**src/rtl/wb_defs_pkg.sv**
```systemverilog
// Shared Wishbone copy-engine definitions: FSM state encoding and cycle/burst type constants.
package wb_defs_pkg;

  typedef enum logic [2:0] {
    ST_IDLE    = 3'd0,
    ST_RD      = 3'd1,
    ST_RD_WAIT = 3'd2,
    ST_WR      = 3'd3,
    ST_WR_WAIT = 3'd4,
    ST_FIN     = 3'd5
  } copy_state_e;

  localparam logic [2:0] CTI_CLASSIC = 3'b000;
  localparam logic [2:0] CTI_INCR    = 3'b010;
  localparam logic [2:0] CTI_EOB     = 3'b111;
  localparam logic [1:0] BTE_LINEAR  = 2'b00;

endpackage

```
**src/rtl/wb_copy_buf.sv**
```systemverilog
// Chunk word buffer: 2^AW x 32, filled in ACK order and drained in the same order.
// Pointers return to zero on clr so each chunk starts at entry 0.
module wb_copy_buf #(
  parameter int AW = 2
) (
  input  logic        clk,
  input  logic        rst_n,
  input  logic        clr,
  input  logic        wr_en,
  input  logic [31:0] wr_dat,
  input  logic        rd_adv,
  output logic [31:0] rd_dat
);

  logic [31:0]   mem_q [2**AW];
  logic [AW-1:0] wr_ptr_q, wr_ptr_d;
  logic [AW-1:0] rd_ptr_q, rd_ptr_d;

  always_comb begin
    wr_ptr_d = wr_ptr_q;
    rd_ptr_d = rd_ptr_q;
    if (clr) begin
      wr_ptr_d = '0;
      rd_ptr_d = '0;
    end else begin
      if (wr_en)  wr_ptr_d = wr_ptr_q + AW'(1);
      if (rd_adv) rd_ptr_d = rd_ptr_q + AW'(1);
    end
  end

  always_ff @(posedge clk or negedge rst_n) begin
    if (!rst_n) begin
      wr_ptr_q <= '0;
      rd_ptr_q <= '0;
    end else begin
      wr_ptr_q <= wr_ptr_d;
      rd_ptr_q <= rd_ptr_d;
    end
  end

  always_ff @(posedge clk) begin
    if (wr_en && !clr) mem_q[wr_ptr_q] <= wr_dat;
  end

  assign rd_dat = mem_q[rd_ptr_q];

endmodule

```
**src/rtl/wb_copy_master.sv**
```systemverilog
// Pipelined Wishbone B4 memory-to-memory copy engine, moving up to 2^CHUNK_P2 words per read/write chunk.
// Define WB_COPY_BURST_CTI_EN to emit incrementing-burst CTI (010...111); otherwise CTI stays classic.
module wb_copy_master
  import wb_defs_pkg::*;
#(
  parameter int CHUNK_P2 = 2,
  parameter int LEN_W    = 16
) (
  input  logic             CLK,
  input  logic             RST_ASYNC_N,
  input  logic             CMD_VALID_IN,
  output logic             CMD_READY_OUT,
  input  logic [31:0]      CMD_SRC_ADR_IN,
  input  logic [31:0]      CMD_DST_ADR_IN,
  input  logic [LEN_W-1:0] CMD_LEN_IN,
  output logic             DONE_OUT,
  output logic             ERR_OUT,
  output logic [31:0]      WB_ADR_OUT,
  output logic             WB_CYC_OUT,
  output logic             WB_STB_OUT,
  output logic             WB_WE_OUT,
  output logic [3:0]       WB_SEL_OUT,
  output logic [2:0]       WB_CTI_OUT,
  output logic [1:0]       WB_BTE_OUT,
  input  logic             WB_STALL_IN,
  input  logic             WB_ACK_IN,
  input  logic             WB_ERR_IN,
  input  logic [31:0]      WB_DAT_RD_IN,
  output logic [31:0]      WB_DAT_WR_OUT
);

  localparam int               DEPTH   = 1 << CHUNK_P2;
  localparam int               CW      = CHUNK_P2 + 1;
  localparam logic [LEN_W-1:0] DEPTH_L = LEN_W'(DEPTH);

  copy_state_e      state_q, state_d;
  logic [31:0]      src_q, src_d, dst_q, dst_d;
  logic [LEN_W-1:0] rem_q, rem_d, rem_next;
  logic [CW-1:0]    chunk_q, chunk_d, iss_q, iss_d, out_q, out_d;
  logic             gap_q, gap_d, err_q, err_d;
  logic             rd_phase, wr_phase, stb_base, cyc, stb, issue, ack, bus_err;
  logic             last_iss, buf_clr;
  logic [31:0]      buf_rd_dat;

  function automatic logic [CW-1:0] chunk_of(input logic [LEN_W-1:0] words);
    return (words > DEPTH_L) ? CW'(DEPTH) : CW'(words);
  endfunction

  // gap_q holds CYC low for one cycle whenever the bus changes direction
  always_comb begin
    rd_phase = (state_q == ST_RD) || (state_q == ST_RD_WAIT);
    wr_phase = (state_q == ST_WR) || (state_q == ST_WR_WAIT);
    stb_base = ((state_q == ST_RD) || (state_q == ST_WR)) && !gap_q;
    cyc      = stb_base || (state_q == ST_RD_WAIT) || (state_q == ST_WR_WAIT);
    stb      = stb_base && !WB_ERR_IN;
    issue    = stb && !WB_STALL_IN;
    ack      = cyc && WB_ACK_IN;
    bus_err  = cyc && WB_ERR_IN;
    last_iss = issue && (iss_q == chunk_q - CW'(1));
  end

  always_comb begin
    state_d  = state_q;
    src_d    = src_q;
    dst_d    = dst_q;
    rem_d    = rem_q;
    chunk_d  = chunk_q;
    iss_d    = iss_q;
    out_d    = out_q;
    gap_d    = 1'b0;
    err_d    = err_q;
    buf_clr  = 1'b0;
    rem_next = rem_q - LEN_W'(chunk_q);

    if (issue && !ack)      out_d = out_q + CW'(1);
    else if (!issue && ack) out_d = out_q - CW'(1);

    if (issue) begin
      iss_d = iss_q + CW'(1);
      if (rd_phase) src_d = src_q + 32'd4;
      else          dst_d = dst_q + 32'd4;
    end

    case (state_q)
      ST_IDLE: begin
        if (CMD_VALID_IN) begin
          err_d   = 1'b0;
          src_d   = CMD_SRC_ADR_IN;
          dst_d   = CMD_DST_ADR_IN;
          rem_d   = CMD_LEN_IN;
          chunk_d = chunk_of(CMD_LEN_IN);
          iss_d   = '0;
          out_d   = '0;
          buf_clr = 1'b1;
          state_d = (CMD_LEN_IN == '0) ? ST_FIN : ST_RD;
        end
      end
      ST_RD: if (last_iss) state_d = ST_RD_WAIT;
      ST_RD_WAIT: begin
        if (out_d == '0) begin
          state_d = ST_WR;
          gap_d   = 1'b1;
          iss_d   = '0;
        end
      end
      ST_WR: if (last_iss) state_d = ST_WR_WAIT;
      ST_WR_WAIT: begin
        if (out_d == '0) begin
          iss_d = '0;
          rem_d = rem_next;
          if (rem_next == '0) begin
            state_d = ST_FIN;
          end else begin
            state_d = ST_RD;
            gap_d   = 1'b1;
            buf_clr = 1'b1;
            chunk_d = chunk_of(rem_next);
          end
        end
      end
      ST_FIN:  state_d = ST_IDLE;
      default: state_d = ST_IDLE;
    endcase

    // a bus error abandons the rest of the command; outstanding requests are dropped
    if (bus_err) begin
      state_d = ST_FIN;
      err_d   = 1'b1;
      out_d   = '0;
      gap_d   = 1'b0;
    end
  end

  always_ff @(posedge CLK or negedge RST_ASYNC_N) begin
    if (!RST_ASYNC_N) begin
      state_q <= ST_IDLE;
      src_q   <= '0;
      dst_q   <= '0;
      rem_q   <= '0;
      chunk_q <= '0;
      iss_q   <= '0;
      out_q   <= '0;
      gap_q   <= 1'b0;
      err_q   <= 1'b0;
    end else begin
      state_q <= state_d;
      src_q   <= src_d;
      dst_q   <= dst_d;
      rem_q   <= rem_d;
      chunk_q <= chunk_d;
      iss_q   <= iss_d;
      out_q   <= out_d;
      gap_q   <= gap_d;
      err_q   <= err_d;
    end
  end

  wb_copy_buf #(.AW(CHUNK_P2)) u_buf (
    .clk    (CLK),
    .rst_n  (RST_ASYNC_N),
    .clr    (buf_clr),
    .wr_en  (ack && rd_phase),
    .wr_dat (WB_DAT_RD_IN),
    .rd_adv (issue && wr_phase),
    .rd_dat (buf_rd_dat)
  );

  assign CMD_READY_OUT = (state_q == ST_IDLE);
  assign DONE_OUT      = (state_q == ST_FIN);
  assign ERR_OUT       = err_q;
  assign WB_ADR_OUT    = wr_phase ? dst_q : src_q;
  assign WB_CYC_OUT    = cyc;
  assign WB_STB_OUT    = stb;
  assign WB_WE_OUT     = cyc && wr_phase;
  assign WB_SEL_OUT    = stb ? 4'b1111 : 4'b0000;
  assign WB_BTE_OUT    = BTE_LINEAR;
  assign WB_DAT_WR_OUT = (stb && wr_phase) ? buf_rd_dat : 32'd0;

`ifdef WB_COPY_BURST_CTI_EN
  assign WB_CTI_OUT = !stb ? CTI_CLASSIC :
                      (iss_q == chunk_q - CW'(1)) ? CTI_EOB : CTI_INCR;
`else
  assign WB_CTI_OUT = CTI_CLASSIC;
`endif

endmodule

```
**config.mk**
```make
export PLATFORM = sky130hd
export DESIGN_NAME = wb_copy_master
export DESIGN_NICKNAME = d
export VERILOG_FILES = /design/src/rtl/wb_defs_pkg.sv /design/src/rtl/wb_copy_buf.sv /design/src/rtl/wb_copy_master.sv
export SDC_FILE = /design/constraint.sdc
export NUM_CORES = 1
export LEC_CHECK = 0
export BUFFER_PORTS_ARGS = -buffer_cell sky130_fd_sc_hd__buf_2
export CORE_MARGIN = 5
export CORE_UTILIZATION = 50
export DETAILED_ROUTE_END_ITERATION = 8
export PLACE_DENSITY = 0.73
export REMOVE_ABC_BUFFERS = 1
export SYNTH_ARGS = -nofsm -noshare
export SYNTH_HDL_FRONTEND = slang
export SYNTH_SLANG_ARGS = --single-unit
```
**constraint.sdc**
```tcl
create_clock -name CLK -period 4.15 [get_ports CLK]
set_clock_uncertainty 0.15 [all_clocks]
set_input_delay 1.0375 -clock CLK [delete_from_list [all_inputs] [get_ports CLK]]
set_output_delay 1.0375 -clock CLK [all_outputs]
set_load 0.005 [all_outputs]
```
Word-level counts from Yosys, hierarchy flattened
Memory sizes are Yosys's and may differ from the RTL's.
Index checks and enable logic that the tools add are counted.
{ "word_totals": {"n_memories": 1, "ff_bits": 98, "wordCells": 129, "output_inout_bits": 79, "ramBits": 128, "input_bits": 118} }
{ "classes": {"n_eq_ne": 14, "add_sub_neg": 9, "mux": 54, "n_lt_le_gt_ge": 2, "n_reduce_logical": 38} }
{ "memory_table": {"columns": ["memory", "depth", "width", "rd", "rd_ports_with_merged_regs", "wr", "line", "rtl"], "rows": [
  ["u_buf.mem_q", 4, 32, 1, 0, 1, "wb_copy_buf.sv:15", "logic [31:0] mem_q [2**AW];"]
]} }
{ "op_table": {"columns": ["operator", "count"], "rows": [
  ["$mux 32", 10],
  ["$add 32x3->32 const B", 2],
  ["$mux 3", 21],
  ["$gt 16x3->1 const B", 2],
  ["$logic_not 16->1", 2],
  ["$mux 16", 2],
  ["$pmux 16 s2", 1],
  ["$sub 16x3->16", 1],
  ["$pmux 3 s5", 1],
  ["$logic_and 1x1->1", 13],
  ["$pmux 3 s2", 2],
  ["$mux 1", 10],
  ["$reduce_bool 2->1", 5],
  ["$ne 3x2->1 const B", 3],
  ["$mux 2", 4],
  ["$add 3x1->3 const B", 2],
  ["$eq 3x2->1 const B", 2],
  ["$eq 3x3->1 const B", 2],
  ["$logic_not 1->1", 6],
  ["$logic_not 3->1", 2],
  ["$ne 3x3->1 const B", 2],
  ["$sub 3x1->3 const B", 2],
  ["$logic_or 1x1->1", 5],
  ["$reduce_and 5->1", 1],
  ["other kinds (11)", 14]
]} }

Logic depth before layout (Yosys ltp)
Gate-level depths: netlist of run 1.
{ "logic_depth": {"depth_word": 16, "ltp_mapped": 10, "ltp_nobuf": 10} }

Hierarchy
Synthesis of run 1 repeated with hierarchy kept, for this count alone.
{ "hier_totals": {"cells_unflattened": 939, "hier_area_um2": 11160.7} }
{ "by_module_without_submodules": {"columns": ["mod", "seq_area_each_um2", "area_each_um2", "instances", "cells_per_inst"], "rows": [
  ["wb_copy_master", 2352.3, 6236.0, 1, 747],
  ["wb_copy_buf", 3943.8, 4924.7, 1, 192]
]} }

Least setup slack after synthesis of run 1
OpenSTA, ideal clock, no wires.
{ "synth_path": {"path_type": "input-to-output", "startpoint": "in WB_ERR_IN", "endpoint": "out WB_DAT_WR_OUT[22]", "path_slack_ns": 0.734, "path_stages": 4, "n_path_buf": 1, "t_arrival_ns": 2.228, "path_cell_list": "or4b_1 inv_1 clkbuf_1 and3_1"} }
{ "synth_between": {"elab_chain_cells": 4} }
{ "synth_rtl": {"columns": ["element", "line", "rtl"], "rows": [
  ["start: declaration", "wb_copy_master.sv:27", "input logic WB_ERR_IN,"],
  ["$logic_not 1->1", "wb_copy_master.sv:55", "stb = stb_base && !WB_ERR_IN;"],
  ["$logic_and 1x1->1", "wb_copy_master.sv:55", null],
  ["via WB_STB_OUT", "wb_copy_master.sv:20", "output logic WB_STB_OUT,"],
  ["$logic_and 1x1->1", "wb_copy_master.sv:177", "assign WB_DAT_WR_OUT = (stb && wr_phase) ? buf_rd_dat : 32'd0;"],
  ["$mux 32", "wb_copy_master.sv:177", null],
  ["end: declaration", "wb_copy_master.sv:29", "output logic [31:0] WB_DAT_WR_OUT"]
]} }
The timed path passes the listed nets, and every way through them passes these cells.

Worst setup path after layout of run 1
{ "layout_path": {"startpoint": "reg state_q[1]", "endpoint": "out WB_ADR_OUT[2]"} }
{ "layout_between": {"elab_chain_cells": 3, "word_cells_on_any_way": 4, "classes_between": "2 x eq/ne; 1 x mux; 1 x reduce/logical"} }
{ "layout_rtl": {"columns": ["element", "line", "rtl"], "rows": [
  ["start: declaration", "wb_copy_master.sv:36", "copy_state_e state_q, state_d;"],
  ["start signal: assignment", "wb_copy_master.sv:146", "state_q <= state_d;"],
  ["$eq 3x2->1 or $eq 3x3->1 (tied branches)", "wb_copy_master.sv:52", "wr_phase = (state_q == ST_WR) || (state_q == ST_WR_WAIT);"],
  ["$logic_or 1x1->1 *", "wb_copy_master.sv:52", null],
  ["$mux 32 *", "wb_copy_master.sv:171", "assign WB_ADR_OUT = wr_phase ? dst_q : src_q;"],
  ["end: declaration", "wb_copy_master.sv:18", "output logic [31:0] WB_ADR_OUT,"]
]} }
Mark *: on every way between the ends. The rest lies on a longest branch, timed or not.

==> results of run 1 <==
-- worst paths after layout --
path	end	slack [ps]
setup / recovery	WB_ADR_OUT[2]	370
hold / removal	ERR_OUT	320
setup reg to reg	chunk_q[0]	940
hold reg to reg	ERR_OUT	320
max in group asynchronous	dst_q[10]	2710
min in group asynchronous	dst_q[24]	470
-- cell usage in the layout, fill, tap and decap left out, drive strengths merged, types with 7 or more instances in the layout --
cell      n
edfxtp  128
nand4    13
nor2     54
xor2     48
ha       13
mux4     32
and3     42
clkinv    8
buf     208
a21oi    19
o21ai    72
clkbuf   28
nor4     11
dfrtp    98
xnor2    25
nand2   136
nor2b     7
inv      15
nand3    24
mux2     33
and2     12
nor3      8
or3       8
-- metrics by stage --
stage	instances	power (mW)
floorplan	869	4.79
global route	1401	8.37
global placement	1357	5.57
finish	1401	7.88
CTS	1401	7.95
detailed placement	1357	5.64
-- power groups by stage --
| stage | Combinational (mW) | Sequential, mW | Clock [mW] |
|---|---|---|---|
| after floorplan | 1.43 | 3.36 | 0 |
| after CTS | 2.17 | 3.46 | 2.32 |
| after detailed placement | 2.15 | 3.49 | 0 |
| after global routing | 2.40 | 3.54 | 2.43 |
| final | 2.14 | 3.47 | 2.27 |
| after global placement | 2.10 | 3.47 | 0 |
-- flip-flops by register name, summed over array words and instances, names as in the netlist, 2 cells and up --
register        cells
u_buf.rd_ptr_q      2
out_q               3
u_buf.wr_ptr_q      2
u_buf.mem_q       128
dst_q              32
rem_q              16
state_q             3
iss_q               3
src_q              32
chunk_q             3
-- worst register-to-register path: cells and delay by family (launching register included) --
kind            cells  cell delay, ps
mux                 2             530
buf+inv             2             410
compound gates      2             450
simple gates        2             680
xor+xnor            1             280
flops               1             600
-- kinds of logic (layout without fill, tap and decap cells) --
kind of cell	after synthesis	after routing	share of synthesized area, %
AOI/OAI and AO/OA	131	131	7.22
xor gates and xnor gates	73	73	5.80
adders and majority gates	14	14	1.66
buffers and inverters	68	266	2.71
DFF	226	226	57.1
muxes	71	71	10.5
other	1	5	0.0340
and+or+nand+nor	335	335	14.9
-- layout make-up --
cell class                 instances  area (sq um)
fill                            1766          8610
sequential                       226          6300
multi-input combinational        629          4450
timing repair buffer             208          1140
clock buffer                      28           656
tap                              280           350
clock inverter                    16           208
inverter                          14          52.6
-- per-layer routing --
metal,share of wire [%],global-route usage [%]
met1,42,27.3
met5,0.11,0
met4,2.3,5.28
met3,5.9,3.26
met2,50,33.3
==> impl_results.md, run 1 <==
* Status: finished clean
* Mean instance size in the synthesized netlist at 12.0 sq um
* PostCTS Resize Cnt at 0
* Final Routed Wirelength at 25.2 mm
* Post-synth EDFFs at 128
* Initial antenna violation count at 3
* CP required at 2960 ps
* Average via count per standard cell at 5.52
* Worst hold-check path type: reg -> reg
* Category of cells accounting for the largest share of critical-path delay: simple AND/OR/NAND/NOR gates
* Via total after detailed routing at 7734
* Die extent in x at 158 um
* GRT Resource Usage Total at 19.9%
* Area growth syn-to-layout at 19.3%
* Critical path cell sequence: nor2b_1 -> nand2_1 -> nand2_2 -> buf_12 -> mux2_2 -> buf_2
* Cell with the largest stage delay on the worst path: sky130_fd_sc_hd__dfrtp_1
* Setup repair after global routing missed its margin: no
* Core footprint at 21800 sq um
* Residual overflow from global routing at 0
* Cell types occupying the most area after synthesis: sky130_fd_sc_hd__edfxtp_1 35%, sky130_fd_sc_hd__dfrtp_1 22%, sky130_fd_sc_hd__mux4_2 6.5%
* Post-Syn Area at 11000 sq um
* Transition time at the pin with the least slew margin at 854 ps
* Element type at the critical path start: register
* Number of max-capacitance violations reported at 0
* Number of DRC violations after detailed routing at 0
* Wirelength per Cell at 18.0 um
* Worst-Skew Late Latency at 510 ps
* Antenna-violating nets left at 0
* Post-CTS setup buffers at 0
* Clock buffer count from CTS at 24
* Worst setup slack before clock tree synthesis at 465 ps
* Final-report max-slew violation count at 0
* Number of levels in the clock H-tree at 1
* Combinational share of power at 27.2%
* Top Ports at 197
* Sequential element share of the synthesized area at 57.1%
* Minimum hold slack at 322 ps
* Proportion of layout cells with a drive suffix above 1 at 29.6%
* Final cycle utilization of the critical path at 91.0%
* Smallest setup slack after layout at 374 ps
* Router iterations before antenna repair at 4
* Worst R2R Start: state_q[0]
* Share of the synthesized area in the top cell type at 34.9%
* Worst max-slew margin expressed relative to the limit at 43.0%
* Post-synth cell types at 63
* Port Buffer Count at 191
* Async SR Flop Fraction at 43.4%
* Max rail drop VDD at 0.000268 V
* Hold Path Origin: ERR_OUT
* TritonCTS sink count at 226
* Number of endpoints failing setup at the final stage at 0
* Worst Hold Depth at 2
* Minimum clock period at 3780 ps
* Post-placement cell area at 12300 sq um
* Critical path startpoint: state_q[1]
* Reported net switching power at 2.54 mW
* Die outline height at 158 um
* Count of state elements after synthesis at 226
* Diodes inserted at 0
* Maximum root-to-sink buffer count at 3
* Maximum number of pins on one net before global-route repair at 67
* Final layout net count at 1235
* Via count of the first global-routing pass at 7626
* Mapped Cells at 919
* Worst path depth at 6
* Clock edge transition at the registers on the reported setup and hold paths at 60 ps
* Global-route wire length before repair at 39.9 mm
* CP Capture Type: primary output
* DRT iter0 DRCs at 469
* Most numerous cell in the Yosys netlist: sky130_fd_sc_hd__nand2_1
* Die outline area at 25100 sq um
* Cells on worst reg2reg path at 9
* CTS Hold Bufs at 0
* Power share of the clock group at 28.8%
* Half-perimeter wire length after placement at 17.1 mm
* Startpoint-to-endpoint class of the critical path: reg -> out
* Worst path max stage delay at 550 ps
* Final hold violation count at 0
* Static leakage at 5.25 nW
* Core utilization of the finished layout at 60.4%
* Power density normalized to cell area at 600 nW/um^2
* Cell type contributing the most total cell area after synthesis: sky130_fd_sc_hd__edfxtp_1
* TritonCTS clock tree: yes
* Placer Congestion at 0.846
* Top achievable clock speed at 265 MHz
* Setup total negative slack at 0 ps
* Switching power share of the total at 32.3%
* Arrival time at the worst endpoint at 2590 ps
* Starting Density at 50.6%
* Top cells by count, synth: 136 x sky130_fd_sc_hd__nand2_1, 128 x sky130_fd_sc_hd__edfxtp_1, 98 x sky130_fd_sc_hd__dfrtp_1
* Num rows at 54
* Number of buffers and inverters on the critical path at 2
* Synth warn at 0
* Internal power of the cells at 5.34 mW
* Seq pwr share at 44.0%
* Finished layout cell area at 13100 sq um
* Maximum net fanout on the critical path at 66
* Root buffer selected by CTS: sky130_fd_sc_hd__clkbuf_16
* Top FF cell, synth: sky130_fd_sc_hd__edfxtp_1
No activity file was read; power rests on OpenSTA's default activity.
==> inputs of run 2 (changes only) <==
--- a/config.mk
+++ b/config.mk
@@ -8,9 +8,12 @@
 export BUFFER_PORTS_ARGS = -buffer_cell sky130_fd_sc_hd__buf_2
 export CORE_MARGIN = 5
 export CORE_UTILIZATION = 50
+export CTS_CLUSTER_SIZE = 12
 export DETAILED_ROUTE_END_ITERATION = 8
+export MAX_ROUTING_LAYER = met4
 export PLACE_DENSITY = 0.73
 export REMOVE_ABC_BUFFERS = 1
+export SETUP_SLACK_MARGIN = 0.15
 export SYNTH_ARGS = -nofsm -noshare
 export SYNTH_HDL_FRONTEND = slang
 export SYNTH_SLANG_ARGS = --single-unit
==> impl_results.md, run 2 (same netlist as run 1, synthesis figures left out) <==
* Number of DRC violations after detailed routing at 0 (unchanged)
* Final cycle utilization of the critical path at 91.3% (+0.32 points)
* Proportion of layout cells with a drive suffix above 1 at 29.1% (-0.48 points)
* Minimum clock period at 3790 ps (+13.1 ps)
* TritonCTS sink count at 226 (unchanged)
* Worst hold-check path type: reg -> reg
* Final layout net count at 1236 (+0.081%)
* TritonCTS clock tree: yes
* Power share of the clock group at 26.8% (-2.0 points)
* Num rows at 54 (unchanged)
* Half-perimeter wire length after placement at 17.1 mm (unchanged)
* Die outline height at 158 um (unchanged)
* DRT iter0 DRCs at 452 (-3.6%)
* Combinational share of power at 28.0% (+0.8 points)
* Clock buffer count from CTS at 25 (+4.2%)
* PostCTS Resize Cnt at 0 (unchanged)
* Area growth syn-to-layout at 18.5%
* Wirelength per Cell at 17.8 um (-1.3%)
* Residual overflow from global routing at 0 (unchanged)
* CP required at 2960 ps (about the same)
* Root buffer selected by CTS: sky130_fd_sc_hd__clkbuf_16
* Maximum net fanout on the critical path at 66 (unchanged)
* Number of levels in the clock H-tree at 1 (unchanged)
* Switching power share of the total at 32.5% (+0.28 points)
* Seq pwr share at 45.2% (+1.2 points)
* CTS Hold Bufs at 0 (unchanged)
* Highest metal used: met4
* Largest registers: u_buf.mem_q (128), dst_q (32), src_q (32)
* Maximum root-to-sink buffer count at 3 (unchanged)
* Worst max-slew margin expressed relative to the limit at 42.0% (-1.1 points)
* Placer Congestion at 0.862 (+1.9%)
* Number of endpoints failing setup at the final stage at 0 (unchanged)
* Number of max-capacitance violations reported at 0 (unchanged)
* Static leakage at 5.22 nW (-0.63%)
* Starting Density at 50.6% (unchanged)
* Total power at 7.66 mW (-2.9%)
* Router iterations before antenna repair at 5 (+1)
* Status: finished clean
* Clock edge transition at the registers on the reported setup and hold paths at 60 ps (about the same)
* Commonest non-fill, non-tap cell in the layout: sky130_fd_sc_hd__buf_2
* Die extent in x at 158 um (unchanged)
* Max rail drop VDD at 0.000330 V (+23%)
* Antenna-violating nets left at 0 (unchanged)
* GRT Resource Usage Total at 20.3% (+0.36 points)
* Transition time at the pin with the least slew margin at 870 ps (+15.8 ps)
* Core footprint at 21800 sq um (unchanged)
* CP Capture Type: primary output
* Via total after detailed routing at 7688 (-0.59%)
* Worst-Skew Late Latency at 510 ps (about the same)
* Via count of the first global-routing pass at 7697 (+0.93%)
* Top Ports at 197 (unchanged)
* Initial antenna violation count at 2 (-1)
* Top achievable clock speed at 264 MHz (-0.35%)
* Power density normalized to cell area at 586 nW/um^2 (-2.2%)
* Reported net switching power at 2.49 mW (-2.1%)
* Final-report max-slew violation count at 0 (unchanged)
* Final Routed Wirelength at 24.9 mm (-1.3%)
* Element type at the critical path start: register
* Port Buffer Count at 191 (unchanged)
* Maximum number of pins on one net before global-route repair at 67 (unchanged)
* Final hold violation count at 0 (unchanged)
* Die outline area at 25100 sq um (unchanged)
* Average via count per standard cell at 5.49 (-0.59%)
* Post-CTS setup buffers at 0 (unchanged)
* Setup repair after global routing missed its margin: no
* Internal power of the cells at 5.17 mW (-3.3%)
* Startpoint-to-endpoint class of the critical path: reg -> out
* Minimum hold slack at 325 ps (+3.60 ps)
* Number of flip-flops in the largest register at 128 (unchanged)
* M1 wire length at 10.7 mm (+1.7%)
* Top library cells by usage in the layout, fill and taps aside: 190 x sky130_fd_sc_hd__buf_2, 135 x sky130_fd_sc_hd__nand2_1, 128 x sky130_fd_sc_hd__edfxtp_1
* Register with the most flip-flops: u_buf.mem_q
* Global-route wire length before repair at 39.7 mm (-0.64%)
* Met2 wire length at 12.4 mm (-1.8%)
* Arrival time at the worst endpoint at 2600 ps (about the same)
* Routed length on met3 at 1.24 mm (-17%)
[run 2: cell count changes in the layout (fill, tap and decap cells not counted), moves of 2 or more]
cell                         previous run  this run
sky130_fd_sc_hd__clkbuf_16             24        27
sky130_fd_sc_hd__clkbuf_1               0         5
sky130_fd_sc_hd__clkinvlp_4             3         0
sky130_fd_sc_hd__bufinv_16              4         0
sky130_fd_sc_hd__clkbuf_8               4         2
sky130_fd_sc_hd__clkinv_2               3         5
sky130_fd_sc_hd__diode_2                0         2
[run 2: worst max-delay path: stages (launching register included)]
cell	delay, ps
sky130_fd_sc_hd__dfrtp_1	560
sky130_fd_sc_hd__nor2b_1	420
sky130_fd_sc_hd__nand2_1	120
sky130_fd_sc_hd__nand2_2	110
sky130_fd_sc_hd__buf_12	270
sky130_fd_sc_hd__mux2_2	420
sky130_fd_sc_hd__buf_2	140
[run 2: through the flow]
stage | util [%] | setup TNS [ps] | instances | area (sq um) | setup slack (ps)
finish | 60.0 | 0 | 1401 | 13100 | 361
global route | 60.0 | 0 | 1401 | 13100 | 238
CTS | 60.0 | 0 | 1399 | 13100 | 385
detailed placement | 56.5 | 0 | 1357 | 12300 | 465
global placement | 56.5 | 0 | 1357 | 12300 | 559
floorplan | - | -383 | 869 | 10800 | -138
[run 2: worst paths after layout]
kind                        startpoint                 end  slack, ps  cells past startpoint
max in group asynchronous  RST_ASYNC_N            dst_q[2]       2700                      2
min                           dst_q[1]            dst_q[1]        330                      2
max reg2reg                 state_q[2]  u_buf.mem_q[0][26]        990                      6
min reg2reg                   dst_q[1]            dst_q[1]        330                      2
max                         state_q[1]       WB_ADR_OUT[2]        360                      6
min in group asynchronous  RST_ASYNC_N           dst_q[24]        470                      1
[run 2: power by group through the flow]
| stage | Sequential (mW) | Combinational [mW] | Clock (mW) |
|---|---|---|---|
| finish | 3.46 | 2.14 | 2.05 |
| CTS | 3.46 | 2.17 | 2.10 |
| floorplan | 3.36 | 1.43 | 0 |
| global route | 3.54 | 2.40 | 2.20 |
| global placement | 3.47 | 2.10 | 0 |
| detailed placement | 3.49 | 2.15 | 0 |
[run 2: cell type report]
| class | count | area, sq um |
|---|---|---|
| Fill cell | 1795 | 8700 |
| Sequential cell | 226 | 6300 |
| Multi-Input combinational cell | 629 | 4450 |
| Timing Repair Buffer | 208 | 1140 |
| Clock buffer | 34 | 722 |
| Tap cell | 280 | 350 |
| Inverter | 14 | 52.6 |
| Clock inverter | 8 | 46.3 |
| Antenna cell | 2 | 5.00 |
[run 2: metal layers]
layer,global-route usage (%),vias to the layer above
li1,-,3710
met1,27.2,3766
met2,32.9,170
met3,2.83,42
met4,5.24,0
met5,-,-
==> inputs of run 3 (changes only) <==
--- a/config.mk
+++ b/config.mk
@@ -6,12 +6,14 @@
 export NUM_CORES = 1
 export LEC_CHECK = 0
 export BUFFER_PORTS_ARGS = -buffer_cell sky130_fd_sc_hd__buf_2
+export CELL_PAD_IN_SITES_DETAIL_PLACEMENT = 0
+export CELL_PAD_IN_SITES_GLOBAL_PLACEMENT = 1
 export CORE_MARGIN = 5
-export CORE_UTILIZATION = 50
+export CORE_UTILIZATION = 30
 export CTS_CLUSTER_SIZE = 12
 export DETAILED_ROUTE_END_ITERATION = 8
 export MAX_ROUTING_LAYER = met4
-export PLACE_DENSITY = 0.73
+export PLACE_DENSITY = 0.62
 export REMOVE_ABC_BUFFERS = 1
 export SETUP_SLACK_MARGIN = 0.15
 export SYNTH_ARGS = -nofsm -noshare
==> impl_results.md, run 3 (same netlist as run 1, synthesis figures left out) <==
* Worst hold-check path type: reg -> reg
* Worst-Skew Late Latency at 540 ps (+30 ps)
* Top Ports at 197 (unchanged)
* Area growth syn-to-layout at 21.7%
* Power share of the clock group at 28.6% (+1.8 points)
* Clock buffer count from CTS at 27 (+8.0%)
* Global-route wire length before repair at 45.7 mm (+15%)
* Filler instances at 3647 (+100%)
* GRT Resource Usage Total at 14.4% (-5.9 points)
* Met2 wire length at 14.4 mm (+16%)
* Router iterations before antenna repair at 4 (-1)
* Startpoint-to-endpoint class of the critical path: reg -> out
* Combinational share of power at 27.8% (-0.2 points)
* Routed length on met3 at 1.21 mm (-1.9%)
* Clock edge transition at the registers on the reported setup and hold paths at 60 ps (about the same)
* Power density normalized to cell area at 593 nW/um^2 (+1.1%)
* Max rail drop VDD at 0.000280 V (-15%)
* Largest registers: u_buf.mem_q (128), dst_q (32), src_q (32)
* Antenna-violating nets left at 0 (unchanged)
* Top achievable clock speed at 262 MHz (-0.67%)
* Via count of the first global-routing pass at 8078 (+4.9%)
* Die outline area at 40700 sq um (+62%)
* Via total after detailed routing at 7639 (-0.64%)
* Switching power share of the total at 33.2% (+0.64 points)
* Reg2Reg Setup Slack at 970 ps (-20 ps)
* Reported net switching power at 2.64 mW (+5.8%)
* Setup repair after global routing missed its margin: no
* Element type at the critical path start: register
* Final non-filler cell total at 1603 (+14%)
* Root buffer selected by CTS: sky130_fd_sc_hd__clkbuf_16
* Final Routed Wirelength at 29.1 mm (+17%)
* Arrival time at the worst endpoint at 2630 ps (+30 ps)
* Num rows at 70 (+30%)
* Number of levels in the clock H-tree at 1 (unchanged)
* Cells after DPL at 1549 (+14%)
* Starting Density at 30.2% (-20 points)
* Minimum hold slack at 318 ps (-7.52 ps)
* Total power at 7.95 mW (+3.8%)
* Number of DRC violations after detailed routing at 0 (unchanged)
* Multi-input gate area in the final layout at 4450 sq um (unchanged)
* Placer Congestion at 0.773 (-10%)
* Die outline height at 202 um (+27%)
* Final-report max-slew violation count at 0 (unchanged)
* PostCTS Resize Cnt at 0 (unchanged)
* Maximum root-to-sink buffer count at 3 (unchanged)
* CP required at 2960 ps (about the same)
* Status: finished clean
* Number of endpoints failing setup at the final stage at 0 (unchanged)
* Worst max-slew margin expressed relative to the limit at 33.0% (-9.0 points)
* DRT iter0 DRCs at 297 (-34%)
* Average via count per standard cell at 4.77 (-13%)
* Core utilization of the finished layout at 36.8% (-23 points)
* Half-perimeter wire length after placement at 20.4 mm (+20%)
* Setup total negative slack at 0 ps (unchanged)
* M1 wire length at 12.7 mm (+20%)
* Final hold violation count at 0 (unchanged)
* Maximum number of pins on one net before global-route repair at 96 (+43%)
* Transition time at the pin with the least slew margin at 1000 ps (+134 ps)
* Number of max-capacitance violations reported at 0 (unchanged)
* Number of flip-flops in the largest register at 128 (unchanged)
* Wirelength per Cell at 18.1 um (+2.0%)
* Core footprint at 36400 sq um (+67%)
* CP Capture Type: primary output
* Register with the most flip-flops: u_buf.mem_q
* Final cycle utilization of the critical path at 91.9% (+0.62 points)
* Maximum net fanout on the critical path at 27 (-59%)
* Initial antenna violation count at 5 (+3)
* Proportion of layout cells with a drive suffix above 1 at 29.3% (+0.16 points)
* CTS Hold Bufs at 0 (unchanged)
* TritonCTS sink count at 226 (unchanged)
* Port Buffer Count at 191 (unchanged)
* Top library cells by usage in the layout, fill and taps aside: 190 x sky130_fd_sc_hd__buf_2, 135 x sky130_fd_sc_hd__nand2_1, 128 x sky130_fd_sc_hd__edfxtp_1
* Flip-flop and latch area at 6300 sq um (unchanged)
* Highest metal used: met4
* Static leakage at 5.26 nW (+0.82%)
* Minimum clock period at 3810 ps (+25.6 ps)
* Commonest non-fill, non-tap cell in the layout: sky130_fd_sc_hd__buf_2
* Die extent in x at 202 um (+27%)
* Post-CTS setup buffers at 0 (unchanged)
* Residual overflow from global routing at 0 (unchanged)
* Seq pwr share at 43.6% (-1.6 points)
* Final layout net count at 1242 (+0.49%)
* TritonCTS clock tree: yes
* Internal power of the cells at 5.31 mW (+2.8%)
run 3: area by class of cell:
type                       count  area share, %
antenna                        5         0.0933
clock buffer                  35           5.34
clock inverter                14          0.943
inverter                      14          0.392
multi-input combinational    629           33.2
sequential                   226           47.0
tap                          468           4.37
timing repair buffer         212           8.70
run 3: worst max-delay path, stage by stage (launching register included):
cell and delay [ps]:
sky130_fd_sc_hd__dfrtp_1 560, sky130_fd_sc_hd__nor2b_1 440, sky130_fd_sc_hd__nand2_1 120, sky130_fd_sc_hd__nand2_2 120, sky130_fd_sc_hd__buf_4 280, sky130_fd_sc_hd__mux2_2 420
sky130_fd_sc_hd__buf_2 140
run 3: path summary, 6_finish.rpt:
| kind | start | to | cells after the start |
|---|---|---|---|
| max in group asynchronous | RST_ASYNC_N | u_buf.rd_ptr_q[0] | 2 |
| setup reg to reg | chunk_q[0] | chunk_q[1] | 8 |
| setup / recovery | state_q[1] | WB_ADR_OUT[2] | 6 |
| hold / removal | dst_q[0] | dst_q[0] | 2 |
| min in group asynchronous | RST_ASYNC_N | rem_q[10] | 1 |
| hold reg to reg | dst_q[0] | dst_q[0] | 2 |
run 3: power by group through the flow:
stage                     Combinational (mW)  Clock [mW]  Sequential, mW
after floorplan                         1.43           0            3.36
after global placement                  2.23           0            3.49
after detailed placement                2.25           0            3.50
after CTS                               2.27        2.35            3.46
after global routing                    2.49        2.44            3.54
final                                   2.21        2.27            3.47
run 3: through the flow:
step                cell area (sq um)  worst slack, ps
finish                          13400              336
global route                    13400              216
CTS                             13400              326
detailed placement              12600              537
global placement                12600              614
floorplan                       10800             -138
run 3: per-layer routing:
metal / global-route usage (%) / vias up
li1: - / 3732
met1: 18.1 / 3723
met2: 24.2 / 144
met3: 2.68 / 40
met4: 3.56 / 0
met5: - / -
